$ cat src/rtl/fft_pkg.sv
// Shared types and constants for the FFT data loader: FSM state encoding, default widths.
// No logic; the counter width helper keeps every sample counter sized to exactly $clog2(N).
// Imported by fft_data_loader and fft_dl_skid_buffer.
package fft_pkg;

   localparam int FFT_DATA_WIDTH = 32;
   localparam int FFT_N_DEFAULT  = 1024;
   localparam int FFT_CNT_W      = $clog2(FFT_N_DEFAULT);

   typedef enum logic [2:0] {
      DL_IDLE,
      DL_START,
      DL_LOAD,
      DL_DRAIN,
      DL_WAIT
   } dl_state_t;

   function automatic int dl_cnt_width(input int n);
      return (n > 1) ? $clog2(n) : 1;
   endfunction

endpackage

$ cat src/rtl/fft_dl_skid_buffer.sv
// Two-entry skid buffer between the upstream sample port and the FFT input.
// Latency: 1 cycle push-to-head when empty. Backpressure: in_rdy is a flop, low only when both entries are full.
// in_rdy_nxt exposes next cycle's ready so the parent can register its own accept signal from it.
module fft_dl_skid_buffer
   import fft_pkg::*;
#(
   parameter int W = 2 * FFT_DATA_WIDTH + 1
) (
   input  logic         clk,
   input  logic         rst,
   input  logic         in_vld,
   output logic         in_rdy,
   output logic         in_rdy_nxt,
   input  logic [W-1:0] in_dat,
   output logic         out_vld,
   input  logic         out_rdy,
   output logic [W-1:0] out_dat
);

   logic [1:0]   cnt;
   logic [1:0]   cnt_nxt;
   logic [W-1:0] head;
   logic [W-1:0] tail;
   logic         push;
   logic         pop;

   assign push       = in_vld & in_rdy;
   assign pop        = out_vld & out_rdy;
   assign out_vld    = (cnt != 2'd0);
   assign out_dat    = head;
   assign in_rdy_nxt = (cnt_nxt != 2'd2);

   always_comb begin
      cnt_nxt = cnt + {1'b0, push} - {1'b0, pop};
   end

   // head keeps its last value when the buffer empties, so the consumer sees stable data while idle
   always_ff @(posedge clk) begin
      if (rst) begin
         cnt    <= 2'd0;
         in_rdy <= 1'b1;
         head   <= '0;
         tail   <= '0;
      end else begin
         cnt    <= cnt_nxt;
         in_rdy <= in_rdy_nxt;
         if (pop && (cnt == 2'd2))
            head <= tail;
         else if (push && ((cnt == 2'd0) || ((cnt == 2'd1) && pop)))
            head <= in_dat;
         if (push && (cnt == 2'd1) && !pop)
            tail <= in_dat;
      end
   end

endmodule

$ cat src/rtl/fft_data_loader.sv
// Loads one N-sample frame from a valid/ready stream into the FFT core, pulsing start_o first.
// Latency: 1 cycle accept-to-dready_o via the skid; s_ready_o is registered and drops after the N-th accept.
// Optional FFT_DL_LAST_CHECK_EN: sticky err_o when s_last_i disagrees with the frame position.
module fft_data_loader
   import fft_pkg::*;
#(
   parameter int N          = FFT_N_DEFAULT,
   parameter int DATA_WIDTH = FFT_DATA_WIDTH
) (
   input  logic                  clk,
   input  logic                  rst,
   input  logic                  s_valid_i,
   output logic                  s_ready_o,
   input  logic [DATA_WIDTH-1:0] s_re_i,
   input  logic [DATA_WIDTH-1:0] s_im_i,
   input  logic                  s_last_i,
   input  logic                  fft_busy_i,
   input  logic                  fft_done_i,
   output logic                  start_o,
   output logic                  dready_o,
   output logic [DATA_WIDTH-1:0] x0_re_o,
   output logic [DATA_WIDTH-1:0] x0_im_o,
   output logic                  dl_busy_o,
   output logic                  err_o
);

   localparam int              CW       = dl_cnt_width(N);
   localparam int              SW       = 2 * DATA_WIDTH + 1;
   localparam logic [CW-1:0]   CNT_LAST = CW'(N - 1);

   dl_state_t     state;
   logic [CW-1:0] acc_cnt;
   logic [CW-1:0] iss_cnt;
   logic          iss_all;
   logic          fire;

   logic          skid_in_rdy;
   logic          skid_rdy_nxt;
   logic          skid_out_vld;
   logic [SW-1:0] skid_out_dat;
   logic          unused_skid;

   assign fire        = s_valid_i & s_ready_o;
   assign dready_o    = skid_out_vld;
   assign x0_re_o     = skid_out_dat[2*DATA_WIDTH-1:DATA_WIDTH];
   assign x0_im_o     = skid_out_dat[DATA_WIDTH-1:0];
   // s_ready_o already tracks skid room, so the skid's own ready and the carried last flag are not consulted here
   assign unused_skid = skid_in_rdy ^ skid_out_dat[SW-1];

   fft_dl_skid_buffer #(
      .W (SW)
   ) u_skid (
      .clk        (clk),
      .rst        (rst),
      .in_vld     (fire),
      .in_rdy     (skid_in_rdy),
      .in_rdy_nxt (skid_rdy_nxt),
      .in_dat     ({s_last_i, s_re_i, s_im_i}),
      .out_vld    (skid_out_vld),
      .out_rdy    (1'b1),
      .out_dat    (skid_out_dat)
   );

   always_ff @(posedge clk) begin
      if (rst) begin
         state     <= DL_IDLE;
         acc_cnt   <= '0;
         iss_cnt   <= '0;
         iss_all   <= 1'b0;
         s_ready_o <= 1'b0;
         start_o   <= 1'b0;
         dl_busy_o <= 1'b0;
      end else begin
         start_o <= 1'b0;

         if (dready_o) begin
            if (iss_cnt == CNT_LAST) begin
               iss_cnt <= '0;
               iss_all <= 1'b1;
            end else begin
               iss_cnt <= iss_cnt + CW'(1);
            end
         end

         case (state)
            DL_IDLE: begin
               if (s_valid_i && !fft_busy_i) begin
                  state     <= DL_START;
                  start_o   <= 1'b1;
                  dl_busy_o <= 1'b1;
               end
            end
            DL_START: begin
               state     <= DL_LOAD;
               s_ready_o <= skid_rdy_nxt;
            end
            DL_LOAD: begin
               s_ready_o <= skid_rdy_nxt;
               if (fire) begin
                  if (acc_cnt == CNT_LAST) begin
                     acc_cnt   <= '0;
                     s_ready_o <= 1'b0;
                     state     <= DL_DRAIN;
                  end else begin
                     acc_cnt <= acc_cnt + CW'(1);
                  end
               end
            end
            DL_DRAIN: begin
               if (!skid_out_vld && iss_all) begin
                  state     <= DL_WAIT;
                  dl_busy_o <= 1'b0;
                  iss_all   <= 1'b0;
               end
            end
            DL_WAIT: begin
               if (fft_done_i)
                  state <= DL_IDLE;
            end
            default: begin
               state     <= DL_IDLE;
               s_ready_o <= 1'b0;
               dl_busy_o <= 1'b0;
            end
         endcase
      end
   end

`ifdef FFT_DL_LAST_CHECK_EN
   always_ff @(posedge clk) begin
      if (rst)
         err_o <= 1'b0;
      else if (fire && (s_last_i != (acc_cnt == CNT_LAST)))
         err_o <= 1'b1;
   end
`else
   assign err_o = 1'b0;
`endif

endmodule

$ cat config.mk
export PLATFORM = sky130hd
export DESIGN_NAME = fft_data_loader
export DESIGN_NICKNAME = d
export VERILOG_FILES = /design/src/rtl/fft_pkg.sv /design/src/rtl/fft_dl_skid_buffer.sv /design/src/rtl/fft_data_loader.sv
export SDC_FILE = /design/constraint.sdc
export NUM_CORES = 1
export LEC_CHECK = 0
export ABC_AREA = 1
export BUFFER_PORTS_ARGS = -buffer_cell sky130_fd_sc_hd__buf_2
export CAP_MARGIN = 20
export CELL_PAD_IN_SITES_DETAIL_PLACEMENT = 1
export CELL_PAD_IN_SITES_GLOBAL_PLACEMENT = 1
export CORE_AREA = 2 2 124 126
export CTS_CLUSTER_DIAMETER = 200
export DETAILED_ROUTE_END_ITERATION = 6
export DIE_AREA = 0 0 126 128
export PLACE_DENSITY = 0.85
export SYNTH_ARGS = -nofsm -noshare
export SYNTH_HDL_FRONTEND = slang
export SYNTH_SLANG_ARGS = --single-unit
$ cat constraint.sdc
create_clock -name clk -period 3.7 [get_ports clk]
set_input_delay 0.555 -clock clk [delete_from_list [all_inputs] [get_ports clk]]
set_output_delay 0.555 -clock clk [all_outputs]
set_load 0.02 [all_outputs]
# --- Word level (Yosys, flattened, before mapping) ---
# Cells that the tools add are included.
classes:
  n_addsub: 4
  n_eq_ne: 14
  muxes: 21
  bitwise: 4
  reduce_logical: 20
ops:
  columns: ["cell", "count"]
  rows:
  - ["$mux W64", 2]
  - ["$add A10 B1 Y10 const B", 2]
  - ["$eq A10 B10 Y1 const B", 2]
  - ["$mux W10", 2]
  - ["$mux W3", 5]
  - ["$pmux W3 S5", 1]
  - ["$ne A2 B2 Y1 const B", 5]
  - ["$mux W1", 9]
  - ["$logic_and A1 B1 Y1", 7]
  - ["$eq A3 B2 Y1 const B", 2]
  - ["$pmux W1 S3", 2]
  - ["$reduce_or A3 Y1", 2]
  - ["$reduce_and A5 Y1", 1]
  - ["$reduce_bool A2 Y1", 2]
  - ["$eq A3 B1 Y1 const B", 1]
  - ["$eq A3 B3 Y1 const B", 1]
  - ["$logic_not A3 Y1", 1]
  - ["$reduce_and A3 Y1", 1]
  - ["$add A2 B1 Y2", 1]
  - ["$and A1 B1 Y1", 2]
  - ["$eq A2 B1 Y1 const B", 1]
  - ["$eq A2 B2 Y1 const B", 1]
  - ["$logic_not A1 Y1", 2]
  - ["$logic_not A2 Y1", 1]
  - ["other kinds (6)", 7]
totals:
  register_bits: 158
  in_bits: 70
  output_inout_bits: 69
  word_cells: 74

# --- Logic depth before layout (Yosys ltp) ---
# Gate-level depths: netlist (run 1).
logic_depth:
  depth_word: 8
  depth_mapped: 11
  ltp_nobuf: 10

# --- Cells and area by module ---
# A second synthesis (run 1) with hierarchy kept.
hier_totals:
  cells_unflattened: 1156
  area_unflattened_um2: 7749.9
by_module_without_submodules:
  columns: ["mod", "instances", "cells_per_inst", "area_each_um2", "seq_area_each_um2"]
  rows:
  - ["fft_dl_skid_buffer", 1, 967, 6352.3, 2662.6]
  - ["fft_data_loader", 1, 189, 1397.6, 540.5]

# --- Worst setup path after synthesis (run 1) ---
# OpenSTA, ideal clock, no wires.
synth_timing:
  path_type: "register to register"
  startpoint: "register u_skid.cnt[1]"
  endpoint: "register s_ready_o"
  setup_ps: 119
  arrival_time_ps: 1426
  required_time_ps: 3581
  path_slack_ps: 2155
  stages_incl_launch_ff: 12
  n_path_buf: 1
  synth_period_minus_slack_ps: 1545
  cell_sequence: "dfxtp_1 -> inv_2 -> nor2_2 -> clkbuf_1 -> ha_1 -> inv_1 -> nand2_1 -> nand2_1 -> o21ai_0 -> inv_1 -> nand2_1 -> a21oi_1"
synth_between:
  elab_chain_cells: 6
  word_cells_on_any_way: 7
  cone_classes: "2 x add/sub; 1 x eq/ne; 3 x mux; 1 x reduce/logical"
synth_rtl:
  columns: ["item", "line", "text"]
  rows:
  - ["start, declared", "fft_dl_skid_buffer.sv:20", "logic [1:0] cnt;"]
  - ["start signal, assigned", "fft_dl_skid_buffer.sv:45", "cnt <= cnt_nxt;"]
  - ["$add A2 B1 Y2 / $reduce_bool A2 Y1 (equally long branches)", "fft_dl_skid_buffer.sv:34, fft_dl_skid_buffer.sv:29", null]
  - ["$sub A2 B1 Y2 *", "fft_dl_skid_buffer.sv:34", "cnt_nxt = cnt + {1'b0, push} - {1'b0, pop};"]
  - ["$ne A2 B2 Y1 *", "fft_dl_skid_buffer.sv:31", "assign in_rdy_nxt = (cnt_nxt != 2'd2);"]
  - ["$mux W1", "fft_data_loader.sv:100", "if (acc_cnt == CNT_LAST) begin"]
  - ["$mux W1", "fft_data_loader.sv:99", "if (fire) begin"]
  - ["$pmux W1 S3 *", "fft_data_loader.sv:85", "case (state)"]
  - ["end signal, assigned", "fft_data_loader.sv:95", "s_ready_o <= skid_rdy_nxt;"]
  - ["end signal, assigned", "fft_data_loader.sv:98", "s_ready_o <= skid_rdy_nxt;"]
  - ["end, declared", "fft_data_loader.sv:13", "output logic s_ready_o,"]
# Mark *: on every way between the ends. The rest lies on a longest branch, timed or not.
# A chain may end at the register's enable or synchronous reset.

# --- Worst setup path in the final report (run 1) ---
layout_timing:
  startpoint: "register u_skid.cnt[1]"
  endpoint: "register u_skid.head[12], in the netlist u_skid.out_dat[12]"
layout_between:
  elab_chain_cells: 5
  word_cells_on_any_way: 10
  cone_classes: "2 x eq/ne; 1 x mux; 7 x reduce/logical"
layout_rtl:
  columns: ["item", "line", "text"]
  rows:
  - ["$eq A2 B1 Y1 / $reduce_bool A2 Y1 (equally long branches)", "fft_dl_skid_buffer.sv:49, fft_dl_skid_buffer.sv:29", null]
  - ["$logic_and A1 B1 Y1", "fft_dl_skid_buffer.sv:49", "else if (push && ((cnt == 2'd0) || ((cnt == 2'd1) && pop)))"]
  - ["$logic_or A1 B1 Y1", "fft_dl_skid_buffer.sv:49", null]
  - ["$logic_and A1 B1 Y1", "fft_dl_skid_buffer.sv:49", null]
  - ["$reduce_bool A2 Y1 (no line)", null, null]
  - ["end signal, assigned", "fft_dl_skid_buffer.sv:48", "head <= tail;"]
  - ["end signal, assigned", "fft_dl_skid_buffer.sv:50", "head <= in_dat;"]
  - ["end, declared", "fft_dl_skid_buffer.sv:22", "logic [W-1:0] head;"]
# Several ways; a longest one is shown, not always the timed one.

==> results of run 1 <==
## sequential cells by signal (all words and copies together), names as in the netlist
| register | count |
|---|---|
| acc_cnt | 10 |
| dl_busy_o | 1 |
| iss_all | 1 |
| iss_cnt | 10 |
| s_ready_o | 1 |
| start_o | 1 |
| state | 3 |
| u_skid.cnt | 2 |
| u_skid.in_rdy | 1 |
| u_skid.out_dat | 64 |
| u_skid.tail | 64 |
## power by group through the flow
stage | combinational [W] | clock (W) | sequential, W
2_1_floorplan | 0.000313 | 0 | 0.00210
3_3_place_gp | 0.000686 | 0 | 0.00195
3_5_place_dp | 0.000707 | 0 | 0.00196
4_1_cts | 0.000709 | 0.00183 | 0.00192
5_1_grt | 0.000776 | 0.00191 | 0.00194
6_report | 0.000701 | 0.00179 | 0.00192
## routing by layer
metal | vias up | share of wire | GRT usage
li1 | 2691 | - | -
met5 | - | 0 | 0
met3 | 26 | 0.041 | 0.0555
met2 | 91 | 0.51 | 0.346
met4 | 0 | 0.017 | 0.0646
met1 | 2490 | 0.43 | 0.229
## final cells by class
class	count	share of cell area
clock buffers	21	0.0645
flip-flops and latches	158	0.434
multi-input cells	474	0.300
repair buffers	141	0.100
clock inverters	11	0.0191
inverters	97	0.0500
well taps	188	0.0323
## kinds of logic (layout without fill, tap and decap cells)
logic type / count (synthesis) / after routing / share of synthesized area
simple gates: 315 / 315 / 0.212
flops: 158 / 158 / 0.535
compound gates: 151 / 151 / 0.142
buf+inv: 142 / 270 / 0.0979
fa+ha+maj: 3 / 3 / 0.00635
xor+xnor: 3 / 3 / 0.00444
other cells: 1 / 1 / 0.000634
mux: 1 / 1 / 0.00169
## cell usage after synthesis (2+ instances only)
master	n
nand4_1	3
nand2_1	182
clkbuf_1	15
ha_1	3
nor2_2	2
o21ai_1	25
nor2_1	100
dfxtp_1	158
nand3b_1	2
buf_1	3
buf_2	22
xor2_1	3
buf_4	5
nor3_1	9
inv_2	2
nand3_1	11
inv_1	94
a21oi_1	14
a31oi_1	65
o21ai_0	46
## per-stage QoR
stage | setup WS, ns | hold slack [ns] | util | total power (W) | area (sq um)
after detailed placement | 1.39 | 0.412 | 0.449 | 0.00266 | 6680
final | 1.39 | 0.310 | 0.490 | 0.00442 | 7290
after global routing | 1.09 | 0.309 | 0.490 | 0.00462 | 7290
after global placement | 1.46 | 0.410 | 0.449 | 0.00264 | 6680
after CTS | 1.36 | 0.291 | 0.490 | 0.00446 | 7290
after floorplan | 2.16 | 0.403 | - | 0.00242 | 5920
## worst max-delay path, stage by stage (launching register included)
cell and delay (ns):
dfxtp_1 0.39, inv_2 0.07, nor2_4 0.47, inv_2 0.12, nand2_4 0.50, buf_12 0.33
o21ai_1 0.09, a31oi_1 0.22
## layout by cell type, fill, tap and decap left out, drive strengths merged, types with 3 or more instances in the layout
cell | netlist | layout
bufinv | 0 | 3
nand2 | 182 | 182
clkbuf | 15 | 21
o21ai | 71 | 71
nor2 | 103 | 103
nand3 | 12 | 12
clkinv | 1 | 6
a31oi | 65 | 65
inv | 96 | 97
a21oi | 14 | 14
nor3 | 10 | 10
xor2 | 3 | 3
dfxtp | 158 | 158
nand4 | 3 | 3
ha | 3 | 3
buf | 30 | 141
## worst max path at each step
| stage | endpoint | start | cells after the start | slack [ns] |
|---|---|---|---|---|
| floorplan | s_ready_o$_SDFFE_PP0N_ | u_skid.cnt[1]$_SDFF_PP0_ | 11 | 2.16 |
| global placement | u_skid.out_dat[18]$_SDFFE_PP0P_ | u_skid.cnt[1]$_SDFF_PP0_ | 7 | 1.46 |
| detailed placement | u_skid.out_dat[21]$_SDFFE_PP0P_ | u_skid.cnt[1]$_SDFF_PP0_ | 7 | 1.39 |
| CTS | u_skid.out_dat[12]$_SDFFE_PP0P_ | u_skid.cnt[1]$_SDFF_PP0_ | 7 | 1.36 |
| global route | u_skid.out_dat[3]$_SDFFE_PP0P_ | u_skid.cnt[1]$_SDFF_PP0_ | 7 | 1.09 |
| finish | u_skid.out_dat[12]$_SDFFE_PP0P_ | u_skid.cnt[1]$_SDFF_PP0_ | 7 | 1.39 |
==> flow_summary.json, run 1 <==
{
  "critPathMaxFanout": 65,
  "p_seq_frac": 0.436,
  "placedCellCount": 1058,
  "postRouteAntennaNets": 0,
  "skew_ns": 0.00589,
  "die_h_um": 128,
  "dpl.hpwl_mm": 9.80,
  "worstHoldStart": "fft_busy_i",
  "min_path_type": "input port to flop",
  "hold_depth": 2,
  "swShare": 0.278,
  "clk_pin_slew_ns": 0.06,
  "whs_endpoint": "start_o$_SDFF_PP0_",
  "finalWirelength_mm": 15.4,
  "via_per_inst": 4.86,
  "p_clk_frac": 0.406,
  "clk_latency_ns": 0.42,
  "comb_power_share": 0.159,
  "cts_buffer_depth": 2,
  "row_count": 45,
  "synthTopCellsByArea": "dfxtp_1 53%, nand2_1 12%, a31oi_1 6.9%",
  "synth_top_cell_area_share": 0.535,
  "diodes": 0,
  "critical_path_required_ns": 4.04,
  "grt_overflow": 0,
  "slew_violations": 0,
  "register_area_sq_um": 3160,
  "fp.coreArea_sq_um": 14900,
  "synth_edf_count": 0,
  "path_class": "flop to flop",
  "post-route-min-period_ns": 2.31,
  "finalHoldViolCount": 0,
  "fin_nets": 962,
  "portBuffers": 136,
  "instances_no_fill": 1090,
  "grt_pass1_wl_mm": 25.7,
  "clkSinkCount": 158,
  "async_reset_ff_frac": 0,
  "h-tree-depth": 4,
  "p_switching_w": 0.00123,
  "rsz0062_at_grt": "no",
  "syn_area_sq_um": 5920,
  "vias": 5298,
  "dieArea_sq_um": 16100,
  "grt_usage": 0.196,
  "setup_viol": 0,
  "leakage_nw": 3.26,
  "p_int_w": 0.00319,
  "layout-drive-gt1-share": 0.202,
  "routabilityCongestion": 0.767,
  "antenna_found_initial": 0,
  "syn_avg_cell_area_sq_um": 7.64,
  "fmax_mhz": 432,
  "fill_cells": 1900,
  "cts_buffers": 17,
  "p_per_area_nw_per_um2": 606,
  "grt_max_degree": 78,
  "hold_buffers": 0,
  "syn_nets": 847,
  "multi_input_area_sq_um": 2190,
  "ys_seq_area_frac": 0.535,
  "post-cts-setup-buffer-count": 0,
  "drc": 0,
  "start_kind": "flop",
  "start_util": 0.398,
  "syn_inst": 774,
  "tightestPinTransition_ns": 0.866,
  "cts.repair.resized": 0,
  "max_cap_violations": 0,
  "fin_crit_sh": 0.625,
  "crit_arrival_ns": 2.65,
  "r2r_cells": 7,
  "max-slew-margin-rel": 0.422,
  "endpoint_kind": "flop",
  "io_pins": 139,
  "ys_ff_latch": 158,
  "cts_root_buffer": "clkbuf_16",
  "yosysWarnings": 0,
  "synth_cell_types": 30,
  "drt_iter0_drc": 333,
  "status": "complete, no violations",
  "setup_tns_ns": 0,
  "r2r_setup_slack_ns": 1.39,
  "firstDrtPassIters": 4,
  "grt_pass1_vias": 5445,
  "area_delta_synth_final_pct": 23.2,
  "r2r-end": "u_skid.out_dat[12]$_SDFFE_PP0P_",
  "yosysTopAreaCell": "dfxtp_1",
  "cts_tree": "yes",
  "synthFlopType": "dfxtp_1",
  "peakVddDrop_mv": 0.383,
  "detail_route.wl_per_cell_um": 14.1,
  "die_x_um": 126,
  "r2r_start": "u_skid.cnt[1]$_SDFF_PP0_"
}
Power figures use the tool's default switching activity.
==> run 2, diff against run 1 <==
CORE_AREA = 2 2 128 130   (was 2 2 124 126)
DIE_AREA = 0 0 130 132   (was 0 0 126 128)
PLACE_DENSITY = 0.81   (was 0.85)
clock period = 2.24 ns   (was 3.7 ns; I/O delays follow)
==> flow_summary.json, run 2 (synthesis results as in run 1) <==
{
  "die_h_um": 132,
  "path_class": "flop to output port",
  "grt_pass1_vias": 5555,
  "drt_iter0_drc": 266,
  "leakage_nw": 3.28,
  "firstDrtPassIters": 4,
  "layout-drive-gt1-share": 0.199,
  "die_x_um": 130,
  "status": "complete, no violations",
  "drc": 0,
  "dpl.hpwl_mm": 9.83,
  "cts_buffer_depth": 2,
  "postRouteAntennaNets": 0,
  "start_util": 0.376,
  "skew_ns": 0.00892,
  "grt_pass1_wl_mm": 26.1,
  "via_per_inst": 4.74,
  "start_kind": "flop",
  "placedCellCount": 1089,
  "endpoint_kind": "output port",
  "peakVddDrop_mv": 0.518,
  "layout_commonest_cell": "nand2_1",
  "max-slew-margin-rel": 0.438,
  "clkSinkCount": 158,
  "crit_arrival_ns": 1.54,
  "post-route-min-period_ns": 1.88,
  "clk_latency_ns": 0.41,
  "h-tree-depth": 4,
  "routabilityCongestion": 0.755,
  "setup_viol": 0,
  "cts_buffers": 17,
  "tightestPinTransition_ns": 0.844,
  "grt_usage": 0.186,
  "cts_root_buffer": "clkbuf_16",
  "fmax_mhz": 532,
  "clk_pin_slew_ns": 0.06,
  "vias": 5313,
  "antenna_found_initial": 1,
  "cts_tree": "yes",
  "instances_no_fill": 1122,
  "setup_tns_ns": 0,
  "min_path_type": "input port to flop",
  "critical_path_required_ns": 1.90,
  "grt_overflow": 0,
  "fill_cells": 2003,
  "io_pins": 139,
  "post-cts-setup-buffer-count": 0,
  "row_count": 46,
  "hold_buffers": 0,
  "fin_nets": 965,
  "rsz0062_at_grt": "no",
  "max_cap_violations": 0,
  "r2r_setup_slack_ns": 0.58,
  "finalWirelength_mm": 15.2,
  "finalHoldViolCount": 0,
  "fp.coreArea_sq_um": 15700,
  "grt_max_degree": 95,
  "dieArea_sq_um": 17200,
  "critPathMaxFanout": 6,
  "portBuffers": 136,
  "slew_violations": 0,
  "detail_route.wl_per_cell_um": 13.6,
  "p_per_area_nw_per_um2": 981,
  "fin_crit_sh": 0.840,
  "cts.repair.resized": 0,
  "layout_common_cells": "181 x nand2_1, 158 x dfxtp_1, 136 x buf_2, 100 x nor2_1, 94 x inv_1",
  "area_delta_synth_final_pct": 24.2
}
run 2: worst max-delay path: stages, from the launching register on:
cell and delay, ns:
dfxtp_1 0.35, nor2_1 0.40, inv_1 0.18, buf_2 0.20
run 2: power by group:
| part | switching, W | internal (W) |
|---|---|---|
| Clock | 0.00107 | 0.00181 |
| Combinational | 0.000760 | 0.000398 |
| Sequential | 0.000131 | 0.00304 |
| Total | 0.00196 | 0.00525 |
run 2: cell type report:
class	instances	area, sq um	area share
diodes	1	2.50	0.000340
repair buffers	144	778	0.106
inverters	97	364	0.0495
well taps	216	270	0.0368
clock inverters	7	110	0.0150
clock buffers	25	475	0.0647
multi-input cells	474	2190	0.297
flip-flops and latches	158	3160	0.430
run 2: path summary, 6_finish.rpt:
check,from,end,depth (start not counted)
setup / recovery,u_skid.cnt[0]$_SDFF_PP0_,dready_o,3
setup reg to reg,u_skid.cnt[0]$_SDFF_PP0_,iss_cnt[9]$_SDFFE_PP0P_,7
hold / removal,fft_busy_i,start_o$_SDFF_PP0_,2
hold reg to reg,u_skid.tail[56]$_SDFFE_PP0P_,u_skid.tail[56]$_SDFFE_PP0P_,2
run 2: metrics by stage:
step                       util  cell area (sq um)  worst slack, ns  hold WS (ns)  total power, W
after floorplan               -               5920            0.695         0.403         0.00399
after global placement    0.430               6760            0.684         0.410         0.00437
after detailed placement  0.430               6760            0.608         0.412         0.00440
after CTS                 0.468               7350            0.329        0.0789         0.00732
after global routing      0.468               7350            0.227        0.0920         0.00756
final                     0.468               7350            0.359         0.104         0.00721
run 2: metal layers:
layer	vias up	GRT usage	wire length, um
li1	2699	-	-
met5	-	0	0
met1	2501	0.231	6970
met2	87	0.312	7380
met4	0	0.0645	359
met3	26	0.0463	503
==> run 3, diff against run 2 <==
ABC_AREA = 0   (was 1)
CORE_AREA = 2 2 130 132   (was 2 2 128 130)
DIE_AREA = 0 0 132 134   (was 0 0 130 132)
PLACE_DENSITY = 0.78   (was 0.81)
clock period = 1.7 ns   (was 2.24 ns; I/O delays follow)
==> flow_summary.json, run 3 <==
{
  "grt_overflow": 0,
  "cts_tree": "yes",
  "synthTopCellsByArea": "dfxtp_1 53%, mux2i_1 11%, a211oi_1 8.2%",
  "portBuffers": 136,
  "fin_util": 0.462,
  "setup_tns_ns": 0,
  "post-cts-setup-buffer-count": 0,
  "clk_latency_ns": 0.42,
  "cts_root_buffer": "clkbuf_16",
  "io_pins": 139,
  "hold_buffers": 0,
  "grt_pass1_wl_mm": 24.6,
  "die_h_um": 134,
  "synthFlopType": "dfxtp_1",
  "fmax_mhz": 641,
  "endpoint_kind": "flop",
  "clk_pin_slew_ns": 0.07,
  "fin_hold_ws_ns": 0.183,
  "fin_crit_sh": 0.918,
  "path_class": "flop to flop",
  "post-route-min-period_ns": 1.56,
  "grt_pass1_vias": 5002,
  "skew_ns": 0.0121,
  "synth_commonest_cells": "158 x dfxtp_1, 82 x nor2_1, 66 x nor2b_1, 65 x a211oi_1, 65 x mux2i_1",
  "status": "complete, no violations",
  "async_reset_ff_frac": 0,
  "drt_iter0_drc": 136,
  "cts_buffers": 17,
  "rsz0062_at_grt": "no",
  "syn_inst": 594,
  "leakage_nw": 3.48,
  "synth_top_cell_area_share": 0.534,
  "critPathMaxFanout": 5,
  "syn_nets": 667,
  "ys_seq_area_frac": 0.534,
  "min_path_type": "input port to flop",
  "synth_cell_types": 44,
  "diodes": 0,
  "fin_nets": 794,
  "fp.coreArea_sq_um": 16300,
  "crit_arrival_ns": 1.91,
  "dpl.hpwl_mm": 10.3,
  "start_util": 0.364,
  "detail_route.wl_per_cell_um": 15.7,
  "grt_max_degree": 69,
  "clkSinkCount": 158,
  "layout-drive-gt1-share": 0.266,
  "finalHoldViolCount": 0,
  "firstDrtPassIters": 4,
  "ys_ff_latch": 158,
  "routabilityCongestion": 0.750,
  "h-tree-depth": 4,
  "start_kind": "flop",
  "synth_edf_count": 0,
  "grt_usage": 0.173,
  "fill_cells": 1877,
  "cts_buffer_depth": 2,
  "fin_area_sq_um": 7530,
  "max_cap_violations": 0,
  "layout_commonest_cell": "dfxtp_1",
  "drc": 0,
  "vias": 4721,
  "syn_area_sq_um": 5930,
  "syn_avg_cell_area_sq_um": 9.98,
  "slew_violations": 0,
  "peakVddDrop_mv": 0.651,
  "layout_common_cells": "156 x dfxtp_1, 135 x buf_2, 82 x nor2_1, 66 x nor2b_1, 65 x mux2i_1",
  "p_per_area_nw_per_um2": 1190,
  "critical_path_required_ns": 2.05,
  "area_delta_synth_final_pct": 27.0,
  "synth.most_common_cell": "dfxtp_1",
  "dieArea_sq_um": 17700,
  "via_per_inst": 4.95,
  "yosysWarnings": 0,
  "cts.repair.resized": 0,
  "postRouteAntennaNets": 0,
  "row_count": 47,
  "dpl_cell_area_sq_um": 6900,
  "yosysTopAreaCell": "dfxtp_1",
  "antenna_found_initial": 2,
  "finalWirelength_mm": 15.0,
  "die_x_um": 132,
  "setup_viol": 0
}
==> run 3: kinds of logic (layout without fill, tap and decap cells) <==
logic type      after synthesis  after routing  share of synthesized area
compound gates              102            102                      0.122
buf+inv                      53            193                     0.0374
mux                          65             65                      0.110
other cells                   1              1                   0.000633
xor+xnor                     13             13                     0.0192
flops                       158            158                      0.534
simple gates                199            199                      0.171
fa+ha+maj                     3              3                    0.00633
==> run 3: path summary, 6_finish.rpt <==
kind	depth (start not counted)	from	to	slack, ns
hold reg to reg	1	u_skid.tail[63]$_SDFFE_PP0P_	u_skid.tail[63]$_SDFFE_PP0P_	0.47
hold / removal	3	s_im_i[12]	u_skid.out_dat[12]$_SDFFE_PP0P_	0.18
setup reg to reg	6	u_skid.cnt[0]$_SDFF_PP0_	s_ready_o$_SDFFE_PP0N_	0.14
setup / recovery	6	u_skid.cnt[0]$_SDFF_PP0_	s_ready_o$_SDFFE_PP0N_	0.14
==> run 3: report_power, final <==
part	internal, W	switching, W	total, W	leakage (nW)
Combinational	0.000414	0.000691	0.00111	1.90
Clock	0.00228	0.00159	0.00387	0.297
Sequential	0.00388	0.000101	0.00398	1.28
Total	0.00657	0.00238	0.00896	3.48
==> run 3: layout make-up <==
type | instances | area (sq um) | area share
Clock buffer | 19 | 453 | 0.0602
Inverter | 10 | 37.5 | 0.00499
Sequential cell | 158 | 3170 | 0.421
Timing Repair Buffer | 151 | 862 | 0.115
Tap cell | 220 | 275 | 0.0366
Clock inverter | 13 | 154 | 0.0204
Multi-Input combinational cell | 383 | 2580 | 0.343
==> run 3: critical path, stage by stage, from the launching register on <==
cell and delay (ns):
dfxtp_2 0.37, nand2b_4 0.19, inv_2 0.04, ha_1 0.27, clkinv_1 0.12, a221o_1 0.35, a21oi_1 0.15
==> run 3: through the flow <==
| stage | total power (W) | instances | setup WS, ns |
|---|---|---|---|
| floorplan | 0.00474 | 594 | 0.00359 |
| global placement | 0.00511 | 922 | 0.115 |
| global route | 0.00938 | 954 | 0.0424 |
| detailed placement | 0.00517 | 922 | 0.0628 |
| finish | 0.00896 | 954 | 0.140 |
| CTS | 0.00908 | 954 | 0.0342 |
==> run 3: metal layers <==
layer | vias up | GRT usage | wire (um) | share of wire
li1 | 2313 | - | - | -
met1 | 2282 | 0.193 | 6360 | 0.42
met2 | 107 | 0.308 | 7700 | 0.51
met3 | 17 | 0.0540 | 699 | 0.047
met4 | 2 | 0.0652 | 192 | 0.013
met5 | - | 0 | 13 | 0.00087
